$ cat config.mk
export PLATFORM = sky130hd
export DESIGN_NAME = pong_round_controller_flat
export DESIGN_NICKNAME = d
export VERILOG_FILES = /design/src/rtl/pong_round_controller_if.sv /design/src/rtl/pong_round_controller.sv /design/src/flat_wrapper.sv
export SDC_FILE = /design/constraint.sdc
export NUM_CORES = 1
export LEC_CHECK = 0
export CORE_MARGIN = 4
export CORE_UTILIZATION = 58
export CTS_BUF_LIST = sky130_fd_sc_hd__clkbuf_4
export CTS_CLUSTER_SIZE = 28
export DETAILED_ROUTE_END_ITERATION = 7
export PLACE_DENSITY = 0.88
export REMOVE_ABC_BUFFERS = 1
export SYNTH_ARGS = -nofsm -noshare
export SYNTH_HDL_FRONTEND = slang
export SYNTH_SLANG_ARGS = --single-unit
$ cat constraint.sdc
create_clock -name CLOCK_25 -period 3 [get_ports CLOCK_25]
set_input_delay 0.45 -clock CLOCK_25 [delete_from_list [all_inputs] [get_ports CLOCK_25]]
set_output_delay 0.45 -clock CLOCK_25 [all_outputs]
set_load 0.01 [all_outputs]
$ cat src/rtl/pong_round_controller_if.sv
// -----------------------------------------------------------------------------
// pong_round_controller_if
// Bundles the game-flow signals between the Pong round controller and the rest
// of the image generator (frame timing, ball datapath, score display).
//
// Signals:
//   frame_tick  one-cycle pulse per frame (end of visible area)
//   start       level request to start or restart a game
//   ball_x      current ball left-edge x position (12 bits)
//   ball_reset  one-cycle pulse: load ball to centre and set its direction
//   ball_run    1 = ball datapath may move
//   serve_left  serve direction sampled by the ball on ball_reset
//   score_1     player 1 score (4 bits)
//   score_2     player 2 score (4 bits)
//   winner      00 none, 01 player 1, 10 player 2
//   state       current controller state encoding
//
// Modports:
//   master  the round controller (consumes timing/ball position, drives flow)
//   slave   the surrounding game logic
// -----------------------------------------------------------------------------
interface pong_round_controller_if;
  logic        frame_tick;
  logic        start;
  logic [11:0] ball_x;
  logic        ball_reset;
  logic        ball_run;
  logic        serve_left;
  logic [3:0]  score_1;
  logic [3:0]  score_2;
  logic [1:0]  winner;
  logic [2:0]  state;

  modport master (
    input  frame_tick, start, ball_x,
    output ball_reset, ball_run, serve_left, score_1, score_2, winner, state
  );

  modport slave (
    output frame_tick, start, ball_x,
    input  ball_reset, ball_run, serve_left, score_1, score_2, winner, state
  );
endinterface

$ cat src/rtl/pong_round_controller.sv
// -----------------------------------------------------------------------------
// pong_round_controller
// Game-flow sequencer for the Pong image generator. Decides when the ball is
// frozen, re-centred, served or free-running, detects goals from the ball
// x-position, keeps both scores and declares a winner. Runs on the pixel clock;
// timed phases (serve hold, post-goal freeze) advance on the per-frame tick.
//
// Ports:
//   CLOCK_25  25 MHz pixel clock
//   reset_n   asynchronous active-low reset
//   bus       pong_round_controller_if.master (see interface for signal list)
//
// Optional build macro:
//   AUTO_RESTART_EN  when defined, the game-over phase times out after
//                    2*POINT_FRAMES frames and serves a fresh game on its own;
//                    when undefined, game over waits for start indefinitely.
// -----------------------------------------------------------------------------
module pong_round_controller #(
  parameter int WIN_SCORE    = 7,
  parameter int SERVE_FRAMES = 60,
  parameter int POINT_FRAMES = 90,
  parameter int LEFT_GOAL_X  = 4,
  parameter int RIGHT_GOAL_X = 627,
  parameter int FRAME_CNT_W  = 8
) (
  input  logic                    CLOCK_25,
  input  logic                    reset_n,
  pong_round_controller_if.master bus
);

  typedef enum logic [2:0] {
    S_IDLE  = 3'd0,
    S_SERVE = 3'd1,
    S_PLAY  = 3'd2,
    S_POINT = 3'd3,
    S_OVER  = 3'd4
  } state_t;

  localparam logic [3:0]             C_WIN          = 4'(WIN_SCORE);
  localparam logic [11:0]            C_LEFT_GOAL_X  = 12'(LEFT_GOAL_X);
  localparam logic [11:0]            C_RIGHT_GOAL_X = 12'(RIGHT_GOAL_X);
  // Ball is 10 pixels wide: its right edge sits 9 pixels past ball_x.
  localparam logic [11:0]            C_BALL_EDGE    = 12'd9;
  localparam logic [FRAME_CNT_W-1:0] C_CNT_ZERO     = {FRAME_CNT_W{1'b0}};
  localparam logic [FRAME_CNT_W-1:0] C_CNT_ONE      = FRAME_CNT_W'(1);
  // A zero-length phase would never expire on a tick, so it is stretched to one.
  localparam logic [FRAME_CNT_W-1:0] C_SERVE_LOAD   =
    (SERVE_FRAMES == 0) ? C_CNT_ONE : FRAME_CNT_W'(SERVE_FRAMES);
  localparam logic [FRAME_CNT_W-1:0] C_POINT_LOAD   =
    (POINT_FRAMES == 0) ? C_CNT_ONE : FRAME_CNT_W'(POINT_FRAMES);
`ifdef AUTO_RESTART_EN
  localparam logic [FRAME_CNT_W-1:0] C_OVER_LOAD    =
    (POINT_FRAMES == 0) ? C_CNT_ONE : FRAME_CNT_W'(POINT_FRAMES * 2);
`endif

  state_t                 r_state;
  state_t                 w_state_nxt;
  logic [FRAME_CNT_W-1:0] r_frame_cnt;
  logic [FRAME_CNT_W-1:0] w_frame_cnt_nxt;
  logic                   r_ball_reset;
  logic                   w_ball_reset_nxt;
  logic                   r_ball_run;
  logic                   w_ball_run_nxt;
  logic                   r_serve_left;
  logic                   w_serve_left_nxt;
  logic [3:0]             r_score_1;
  logic [3:0]             w_score_1_nxt;
  logic [3:0]             r_score_2;
  logic [3:0]             w_score_2_nxt;
  logic [1:0]             r_winner;
  logic [1:0]             w_winner_nxt;

  logic [11:0]            w_ball_right_x;
  logic                   w_left_goal;
  logic                   w_right_goal;
  logic                   w_expire;
  logic                   w_game_won;
  logic [FRAME_CNT_W-1:0] w_cnt_dec;

  // Score increment that sticks at the winning score instead of wrapping.
  function automatic logic [3:0] sat_inc(input logic [3:0] v);
    logic [3:0] res;
    if (v >= C_WIN) begin
      res = v;
    end else begin
      res = v + 4'd1;
    end
    return res;
  endfunction

  // 12-bit sum on purpose: the legal ball range never reaches the wrap point.
  assign w_ball_right_x = bus.ball_x + C_BALL_EDGE;
  assign w_left_goal    = (bus.ball_x <= C_LEFT_GOAL_X);
  assign w_right_goal   = (w_ball_right_x >= C_RIGHT_GOAL_X);
  // Expiry is the tick that would take the counter from 1 to 0.
  assign w_expire       = bus.frame_tick & (r_frame_cnt <= C_CNT_ONE);
  assign w_cnt_dec      = (r_frame_cnt == C_CNT_ZERO) ? C_CNT_ZERO : (r_frame_cnt - C_CNT_ONE);
  assign w_game_won     = (r_score_1 == C_WIN) | (r_score_2 == C_WIN);

  // State register.
  always_ff @(posedge CLOCK_25 or negedge reset_n) begin
    if (!reset_n) begin
      r_state <= S_IDLE;
    end else begin
      r_state <= w_state_nxt;
    end
  end

  // Next-state decode.
  always_comb begin
    w_state_nxt = r_state;
    case (r_state)
      S_IDLE: begin
        if (bus.start) begin
          w_state_nxt = S_SERVE;
        end else begin
          w_state_nxt = S_IDLE;
        end
      end
      S_SERVE: begin
        if (w_expire) begin
          w_state_nxt = S_PLAY;
        end else begin
          w_state_nxt = S_SERVE;
        end
      end
      S_PLAY: begin
        if (w_left_goal || w_right_goal) begin
          w_state_nxt = S_POINT;
        end else begin
          w_state_nxt = S_PLAY;
        end
      end
      S_POINT: begin
        if (w_expire && w_game_won) begin
          w_state_nxt = S_OVER;
        end else if (w_expire) begin
          w_state_nxt = S_SERVE;
        end else begin
          w_state_nxt = S_POINT;
        end
      end
      S_OVER: begin
        if (bus.start) begin
          w_state_nxt = S_SERVE;
        end
`ifdef AUTO_RESTART_EN
        else if (w_expire) begin
          w_state_nxt = S_SERVE;
        end
`endif
        else begin
          w_state_nxt = S_OVER;
        end
      end
      default: begin
        w_state_nxt = S_IDLE;
      end
    endcase
  end

  // Next values for the registered outputs, scores and frame counter.
  always_comb begin
    w_ball_reset_nxt = 1'b0;
    w_ball_run_nxt   = (w_state_nxt == S_PLAY);
    w_serve_left_nxt = r_serve_left;
    w_score_1_nxt    = r_score_1;
    w_score_2_nxt    = r_score_2;
    w_winner_nxt     = r_winner;
    w_frame_cnt_nxt  = r_frame_cnt;
    case (r_state)
      S_IDLE: begin
        if (bus.start) begin
          w_score_1_nxt    = 4'd0;
          w_score_2_nxt    = 4'd0;
          w_winner_nxt     = 2'b00;
          w_serve_left_nxt = 1'b0;
          w_ball_reset_nxt = 1'b1;
          w_frame_cnt_nxt  = C_SERVE_LOAD;
        end else begin
          w_frame_cnt_nxt  = r_frame_cnt;
        end
      end
      S_SERVE: begin
        if (bus.frame_tick) begin
          w_frame_cnt_nxt = w_cnt_dec;
        end else begin
          w_frame_cnt_nxt = r_frame_cnt;
        end
      end
      S_PLAY: begin
        // Left goal wins the tie; leaving PLAY at once limits it to one goal.
        if (w_left_goal) begin
          w_score_2_nxt    = sat_inc(r_score_2);
          w_serve_left_nxt = 1'b1;
          w_frame_cnt_nxt  = C_POINT_LOAD;
        end else if (w_right_goal) begin
          w_score_1_nxt    = sat_inc(r_score_1);
          w_serve_left_nxt = 1'b0;
          w_frame_cnt_nxt  = C_POINT_LOAD;
        end else begin
          w_frame_cnt_nxt  = r_frame_cnt;
        end
      end
      S_POINT: begin
        if (w_expire && w_game_won) begin
          if (r_score_1 == C_WIN) begin
            w_winner_nxt = 2'b01;
          end else begin
            w_winner_nxt = 2'b10;
          end
`ifdef AUTO_RESTART_EN
          w_frame_cnt_nxt = C_OVER_LOAD;
`else
          w_frame_cnt_nxt = C_CNT_ZERO;
`endif
        end else if (w_expire) begin
          w_ball_reset_nxt = 1'b1;
          w_frame_cnt_nxt  = C_SERVE_LOAD;
        end else if (bus.frame_tick) begin
          w_frame_cnt_nxt  = w_cnt_dec;
        end else begin
          w_frame_cnt_nxt  = r_frame_cnt;
        end
      end
      S_OVER: begin
        if (bus.start) begin
          w_score_1_nxt    = 4'd0;
          w_score_2_nxt    = 4'd0;
          w_winner_nxt     = 2'b00;
          w_serve_left_nxt = 1'b0;
          w_ball_reset_nxt = 1'b1;
          w_frame_cnt_nxt  = C_SERVE_LOAD;
        end
`ifdef AUTO_RESTART_EN
        else if (w_expire) begin
          w_score_1_nxt    = 4'd0;
          w_score_2_nxt    = 4'd0;
          w_winner_nxt     = 2'b00;
          w_serve_left_nxt = 1'b0;
          w_ball_reset_nxt = 1'b1;
          w_frame_cnt_nxt  = C_SERVE_LOAD;
        end else if (bus.frame_tick) begin
          w_frame_cnt_nxt  = w_cnt_dec;
        end
`endif
        else begin
          w_frame_cnt_nxt  = r_frame_cnt;
        end
      end
      default: begin
        w_frame_cnt_nxt = C_CNT_ZERO;
      end
    endcase
  end

  // Output and datapath registers; reset drops any pending pulse immediately.
  always_ff @(posedge CLOCK_25 or negedge reset_n) begin
    if (!reset_n) begin
      r_ball_reset <= 1'b0;
      r_ball_run   <= 1'b0;
      r_serve_left <= 1'b0;
      r_score_1    <= 4'd0;
      r_score_2    <= 4'd0;
      r_winner     <= 2'b00;
      r_frame_cnt  <= C_CNT_ZERO;
    end else begin
      r_ball_reset <= w_ball_reset_nxt;
      r_ball_run   <= w_ball_run_nxt;
      r_serve_left <= w_serve_left_nxt;
      r_score_1    <= w_score_1_nxt;
      r_score_2    <= w_score_2_nxt;
      r_winner     <= w_winner_nxt;
      r_frame_cnt  <= w_frame_cnt_nxt;
    end
  end

  assign bus.ball_reset = r_ball_reset;
  assign bus.ball_run   = r_ball_run;
  assign bus.serve_left = r_serve_left;
  assign bus.score_1    = r_score_1;
  assign bus.score_2    = r_score_2;
  assign bus.winner     = r_winner;
  assign bus.state      = r_state;

endmodule
$ cat src/flat_wrapper.sv
// flat-port wrapper written by rule: the top's interface ports become plain ports
module pong_round_controller_flat 
#(
  parameter int WIN_SCORE    = 7,
  parameter int SERVE_FRAMES = 60,
  parameter int POINT_FRAMES = 90,
  parameter int LEFT_GOAL_X  = 4,
  parameter int RIGHT_GOAL_X = 627,
  parameter int FRAME_CNT_W  = 8
)
  (CLOCK_25, reset_n, bus_frame_tick, bus_start, bus_ball_x, bus_ball_reset, bus_ball_run, bus_serve_left, bus_score_1, bus_score_2, bus_winner, bus_state);
  pong_round_controller_if bus_i ();
  input  logic CLOCK_25;
  input  logic reset_n;
  input wire logic [$bits(bus_i.frame_tick)-1:0] bus_frame_tick;
  input wire logic [$bits(bus_i.start)-1:0] bus_start;
  input wire logic [$bits(bus_i.ball_x)-1:0] bus_ball_x;
  output wire logic [$bits(bus_i.ball_reset)-1:0] bus_ball_reset;
  output wire logic [$bits(bus_i.ball_run)-1:0] bus_ball_run;
  output wire logic [$bits(bus_i.serve_left)-1:0] bus_serve_left;
  output wire logic [$bits(bus_i.score_1)-1:0] bus_score_1;
  output wire logic [$bits(bus_i.score_2)-1:0] bus_score_2;
  output wire logic [$bits(bus_i.winner)-1:0] bus_winner;
  output wire logic [$bits(bus_i.state)-1:0] bus_state;
  assign bus_i.frame_tick = bus_frame_tick;
  assign bus_i.start = bus_start;
  assign bus_i.ball_x = bus_ball_x;
  assign bus_ball_reset = bus_i.ball_reset;
  assign bus_ball_run = bus_i.ball_run;
  assign bus_serve_left = bus_i.serve_left;
  assign bus_score_1 = bus_i.score_1;
  assign bus_score_2 = bus_i.score_2;
  assign bus_winner = bus_i.winner;
  assign bus_state = bus_i.state;
  pong_round_controller #(.WIN_SCORE(WIN_SCORE), .SERVE_FRAMES(SERVE_FRAMES), .POINT_FRAMES(POINT_FRAMES), .LEFT_GOAL_X(LEFT_GOAL_X), .RIGHT_GOAL_X(RIGHT_GOAL_X), .FRAME_CNT_W(FRAME_CNT_W)) u_core (.CLOCK_25(CLOCK_25), .reset_n(reset_n), .bus(bus_i));
endmodule
### Word-level counts from Yosys, hierarchy flattened

Cells that the tools add are included.

| operators by class | value |
|---|---|
| add/subtract/negate cells | 4 |
| magnitude comparators | 5 |
| equal/unequal tests | 15 |
| multiplexer cells | 35 |
| bitwise operators | 2 |
| reductions and logical operators | 12 |

Operators by type and width:

| operator | number |
|---|---|
| 8-bit two-way mux | 7 |
| 8-bit one-hot mux with 4 select lines | 1 |
| 4-bit two-way mux | 6 |
| 4-bit one-hot mux with 2 select lines | 2 |
| 3-bit one-hot mux with 5 select lines | 1 |
| 12-bit by 4-bit adder with 12-bit output (second input constant) | 1 |
| 12-bit by 10-bit >= comparator with 1-bit output (second input constant) | 1 |
| 12-bit by 3-bit less-or-equal comparator with 1-bit output (second input constant) | 1 |
| 2-bit two-way mux | 5 |
| 3-bit by 2-bit == test with 1-bit output (second input constant) | 3 |
| 4-bit by 1-bit adder with 4-bit output (second input constant) | 2 |
| 4-bit by 3-bit == test with 1-bit output (second input constant) | 2 |
| 4-bit by 3-bit >= comparator with 1-bit output (second input constant) | 2 |
| 8-bit by 1-bit less-or-equal comparator with 1-bit output (second input constant) | 1 |
| 8-bit logical NOT | 1 |
| 1-bit two-way mux | 8 |
| 2-bit by 1-bit inequality test with 1-bit output (second input constant) | 4 |
| 8-bit by 1-bit subtractor with 8-bit output (second input constant) | 1 |
| 3-bit two-way mux | 2 |
| 2-bit inequality test (second input constant) | 3 |
| 3-bit AND reduction | 2 |
| 5-bit AND reduction | 1 |
| 1-bit one-hot mux with 2 select lines | 2 |
| 2-bit one-hot mux with 2 select lines | 1 |
| other kinds (12) | 13 |

| storage, ports and cells | value |
|---|---|
| bits in registers | 24 |
| input bits | 16 |
| output and inout port bits | 16 |

### Depth between registers and ports, before layout

| logic depth | value |
|---|---|
| word-level depth | 6 |
| gate-level depth with buffers | 7 |
| gate-level depth less buffers | 7 |

### Least setup slack after synthesis

Ideal clock, no wire load.

| path | value |
|---|---|
| path type | flip-flop to flip-flop |
| from | register u_core.r_state[2] (netlist: u_core.bus.state[2]) |
| to | register u_core.r_score_1[0] (netlist: u_core.bus.score_1[0]) |
| library setup time | 128 ps |
| arrival | 1,704 ps |
| setup slack | 1,169 ps |
| stages on the path, launching flop included | 6 |
| buffers on the path | 1 |
| path through | dfrtp_1 buf_2 nand2b_1 a21oi_2 a21boi_1 mux2_1 |

| on the way | value |
|---|---|
| cells in the longest elaborated chain, start to end | 4 |

Ends and longest elaborated chain:

| element | line | source |
|---|---|---|
| from (decl) | pong_round_controller.sv:56 | `state_t r_state;` |
| from (signal assigned) | pong_round_controller.sv:105 | `r_state <= w_state_nxt;` |
| 3-bit == test / 3-bit logical NOT (equally long branches) | pong_round_controller.sv:171 | `case (r_state)` |
| 2-bit OR reduction (no line) | - |  |
| 2-bit by 1-bit inequality test with 1-bit output (no line) / 2-bit nonzero test (equally long branches) | - |  |
| 5-bit AND reduction (no line) | - |  |
| to (signal assigned) | pong_round_controller.sv:271 | `r_score_1 <= w_score_1_nxt;` |
| to (decl) | pong_round_controller.sv:66 | `logic [3:0] r_score_1;` |

Several ways; a longest one is shown, not always the timed one.
A chain may end at the register's enable or synchronous reset.

### Final worst setup path

| path | value |
|---|---|
| from | input bus_ball_x[6] |
| to | register u_core.r_score_2[0] (netlist: u_core.bus.score_2[0]) |

| on the way | value |
|---|---|
| cells in the longest elaborated chain, start to end | 3 |

Ends and longest elaborated chain:

| element | line | source |
|---|---|---|
| from (decl) | flat_wrapper.sv:17 | `input wire logic [$bits(bus_i.ball_x)-1:0] bus_ball_x;` |
| 12-bit by 3-bit less-or-equal comparator with 1-bit output | pong_round_controller.sv:93 | `assign w_left_goal = (bus.ball_x <= C_LEFT_GOAL_X);` |
| 2-bit by 1-bit inequality test with 1-bit output (no line) | - |  |
| 4-bit AND reduction (no line) | - |  |
| to (signal assigned) | pong_round_controller.sv:272 | `r_score_2 <= w_score_2_nxt;` |
| to (decl) | pong_round_controller.sv:68 | `logic [3:0] r_score_2;` |

No other way between the ends.

==> flow_summary.ini <==
[final_layout]
nFillCells = 206
syn2layout_area_growth_pct = 21.76
fin_nets = 233
insertedDiodeCount = 0
post-route-util_pct = 74.14
drive_above_1_share_pct = 8.057

[floorplan]
fp.dieW_um = 61.81
start_util_pct = 60.89
rows = 19
die-area_um2 = 3820
ioPinCount = 32
dieHeight_um = 61.81
core_area_um2 = 2758

[clock_tree]
post_cts_resized = 0
cts_buffers = 3
cts_root_buf = clkbuf_4
ctsHtreeMaxLevel = 1
clk_pin_slew_ns = 0.13
ctsHoldBuffers = 0
cts_tree = yes
clock_latency_ns = 0.32
cts.sinks = 24
post-cts-setup-buffers = 0
clockBufferDepth = 2

[hold_path]
hold_path.class = in -> async

[critical_path]
path_buf_inv = 1
worstPathArrival_ns = 2.33
r2r.worst_path.cells = 7
crit_chain = clkdlybuf4s50_1 > nor4_1 > nand4_1 > o21ai_1 > and2_1 > mux2_1
required_ns = 3.22
path_depth = 6
critPathMaxFanout = 4
slowest_stage = clkdlybuf4s50_1
r2r_start = u_core.r_frame_cnt[0]
r2r_slack_ns = 0.91
reg2reg_to = u_core.r_frame_cnt[4]
path_class = in -> reg
path_delay_family = simple AND/OR/NAND/NOR gates
end_kind = flip-flop
start_kind = input port
max_stage_delay_ns = 0.47

[route]
num_vias = 1590
ant_nets = 0
first_iter_violations = 83
wl_mm = 4.317
drc = 0
firstDrtPassIters = 4
post_drt_wl_per_cell_um = 17.84
vias_per_cell = 6.570

[logic_synthesis]
synth_cell_types = 60
syn_area_um2 = 1679
synth_flop_cell = dfrtp_1
synth_edf_count = 0
synth-seq-area-share_pct = 35.77
ys_warn_count = 0
async_flop_share_pct = 100.0
netlist_instances = 178
yosys_register_bits = 24
synth_area_per_cell_um2 = 9.433

[pwr]
peakVddDrop_mv = 0.6533
fin_total_pwr_mw = 1.392
pwr_density_cell_nw_per_um2 = 680.9
leakage_nw = 0.8066

[sta]
maxSlewViolCount = 0
hold_viol_final = 0
setup_violations = 0
fin_skew_ns = 0.003718
hold_ws_ns = 0.4757
finalSetupTns_ns = 0
rsz0062_at_grt = no
clock.fmax_mhz = 474.9
finalCritPeriodShare_pct = 70.19
tightest_slew_ns = 0.6201
slew_headroom_pct = 58.35
fin_crit_ns = 2.106

[global_route]
track_usage_pct = 24.75
antenna_found_initial = 0
grt_overflow = 0
grt_max_degree = 25
grt_pass1_vias = 1585
grt_pass1_wl_mm = 7.051

[status]
outcome = complete, no violations

[run]
max_cap_violations = 0

[placed_design]
place_congestion = 1.007
io_buffers = 31
dp_hpwl_mm = 3.369
[per-stage QoR]
stage	instances	setup WS [ns]	cell area (um^2)
6_report	242	0.8942	2044
5_1_grt	242	0.7198	2044
4_1_cts	242	0.9151	2044
3_5_place_dp	238	0.5615	2018
3_3_place_gp	238	0.6597	2018
2_1_floorplan	175	1.219	1662
[area by class of cell]
| cell class | instances | area [um^2] | share of cell area, % |
|---|---|---|---|
| clock inverters | 1 | 3.754 | 0.1836 |
| repair buffers | 32 | 317.8 | 15.54 |
| well taps | 31 | 38.79 | 1.897 |
| multi-input cells | 141 | 1023 | 50.06 |
| flip-flops and latches | 24 | 600.6 | 29.38 |
| clock buffers | 3 | 22.52 | 1.102 |
| inverters | 10 | 37.54 | 1.836 |
[worst max-delay path by stage]
stage / startpoint / slack [ns] / to
after CTS: u_core.r_frame_cnt[0] / 0.92 / u_core.r_frame_cnt[4]
after detailed placement: bus_frame_tick / 0.56 / u_core.r_frame_cnt[5]
after floorplan: u_core.bus.state[2] / 1.22 / u_core.bus.score_1[0]
after global placement: bus_frame_tick / 0.66 / u_core.r_frame_cnt[5]
final: bus_ball_x[6] / 0.89 / u_core.bus.score_2[0]
after global routing: u_core.r_frame_cnt[0] / 0.72 / u_core.r_frame_cnt[4]
[kinds of logic after synthesis]
logic type,synth area share (%)
adder cells (fa/ha/maj),3.726
buffers and inverters,3.279
multiplexers,3.279
AO/OA/AOI/OAI,30.10
flip-flops,35.77
AND/OR/NAND/NOR,23.32
XOR/XNOR,0.5217
[worst reg2reg max path, stage by stage, from the launching register on]
cell and delay, ns:
dfrtp_1 0.45, inv_1 0.12, ha_1 0.36, nand4bb_1 0.29, mux2_2 0.34, a211oi_1 0.20
o32ai_1 0.12, o2bb2ai_1 0.16
[placed cells by master (no fill, tap or decap), types with 2 or more instances in the layout]
master,n
nand2b_1,4
nor2_1,14
nor3_1,2
ha_1,5
clkdlybuf4s50_1,31
o2bb2ai_1,5
o2111ai_1,2
a21o_1,3
o21a_1,4
nand4_1,4
o21ai_1,8
or2_1,2
mux2_1,3
nand3b_1,2
nand2_1,14
o21ai_0,4
a21boi_1,2
or3_1,4
clkinv_1,2
dfrtp_1,24
clkbuf_4,3
and2_1,4
a21oi_1,7
inv_1,8
and3b_1,2
nor4_4,2
a211oi_1,5
o211ai_1,2
a31oi_1,7
[Yosys cell counts (all sizes together), types with 5 or more instances]
master	number	area share (%)
nand2	14	3.1
nor2	15	3.8
ha	5	3.7
a31oi	7	2.6
dfrtp	24	36
o21a	5	2.7
inv	9	2.0
o21ai	13	4.1
a21oi	8	2.6
o2bb2ai	5	2.6
a211oi	5	2.2
[power breakdown]
group | total, mW | internal [mW] | leakage (nW) | switching (mW)
clock | 0.149 | 0.0488 | 0.0154 | 0.100
sequential | 0.555 | 0.417 | 0.307 | 0.138
combinational | 0.688 | 0.333 | 0.484 | 0.355
[sequential cells by signal, indices dropped and copies added (netlist names)]
name	cells
u_core.bus.state	3
u_core.bus.winner	2
u_core.bus.ball_run	1
u_core.bus.ball_reset	1
u_core.r_frame_cnt	8
u_core.bus.score_1	4
u_core.bus.serve_left	1
u_core.bus.score_2	4
[metal layers]
metal | track usage [%] | vias to the layer above | part of all wire, %
met1 | 27.75 | 758 | 41
met4 | 10.00 | 0 | 2.3
met5 | 0 | - | 0
li1 | - | 750 | -
met2 | 46.49 | 69 | 51
met3 | 3.512 | 13 | 5.1
Power figures use the tool's default switching activity.
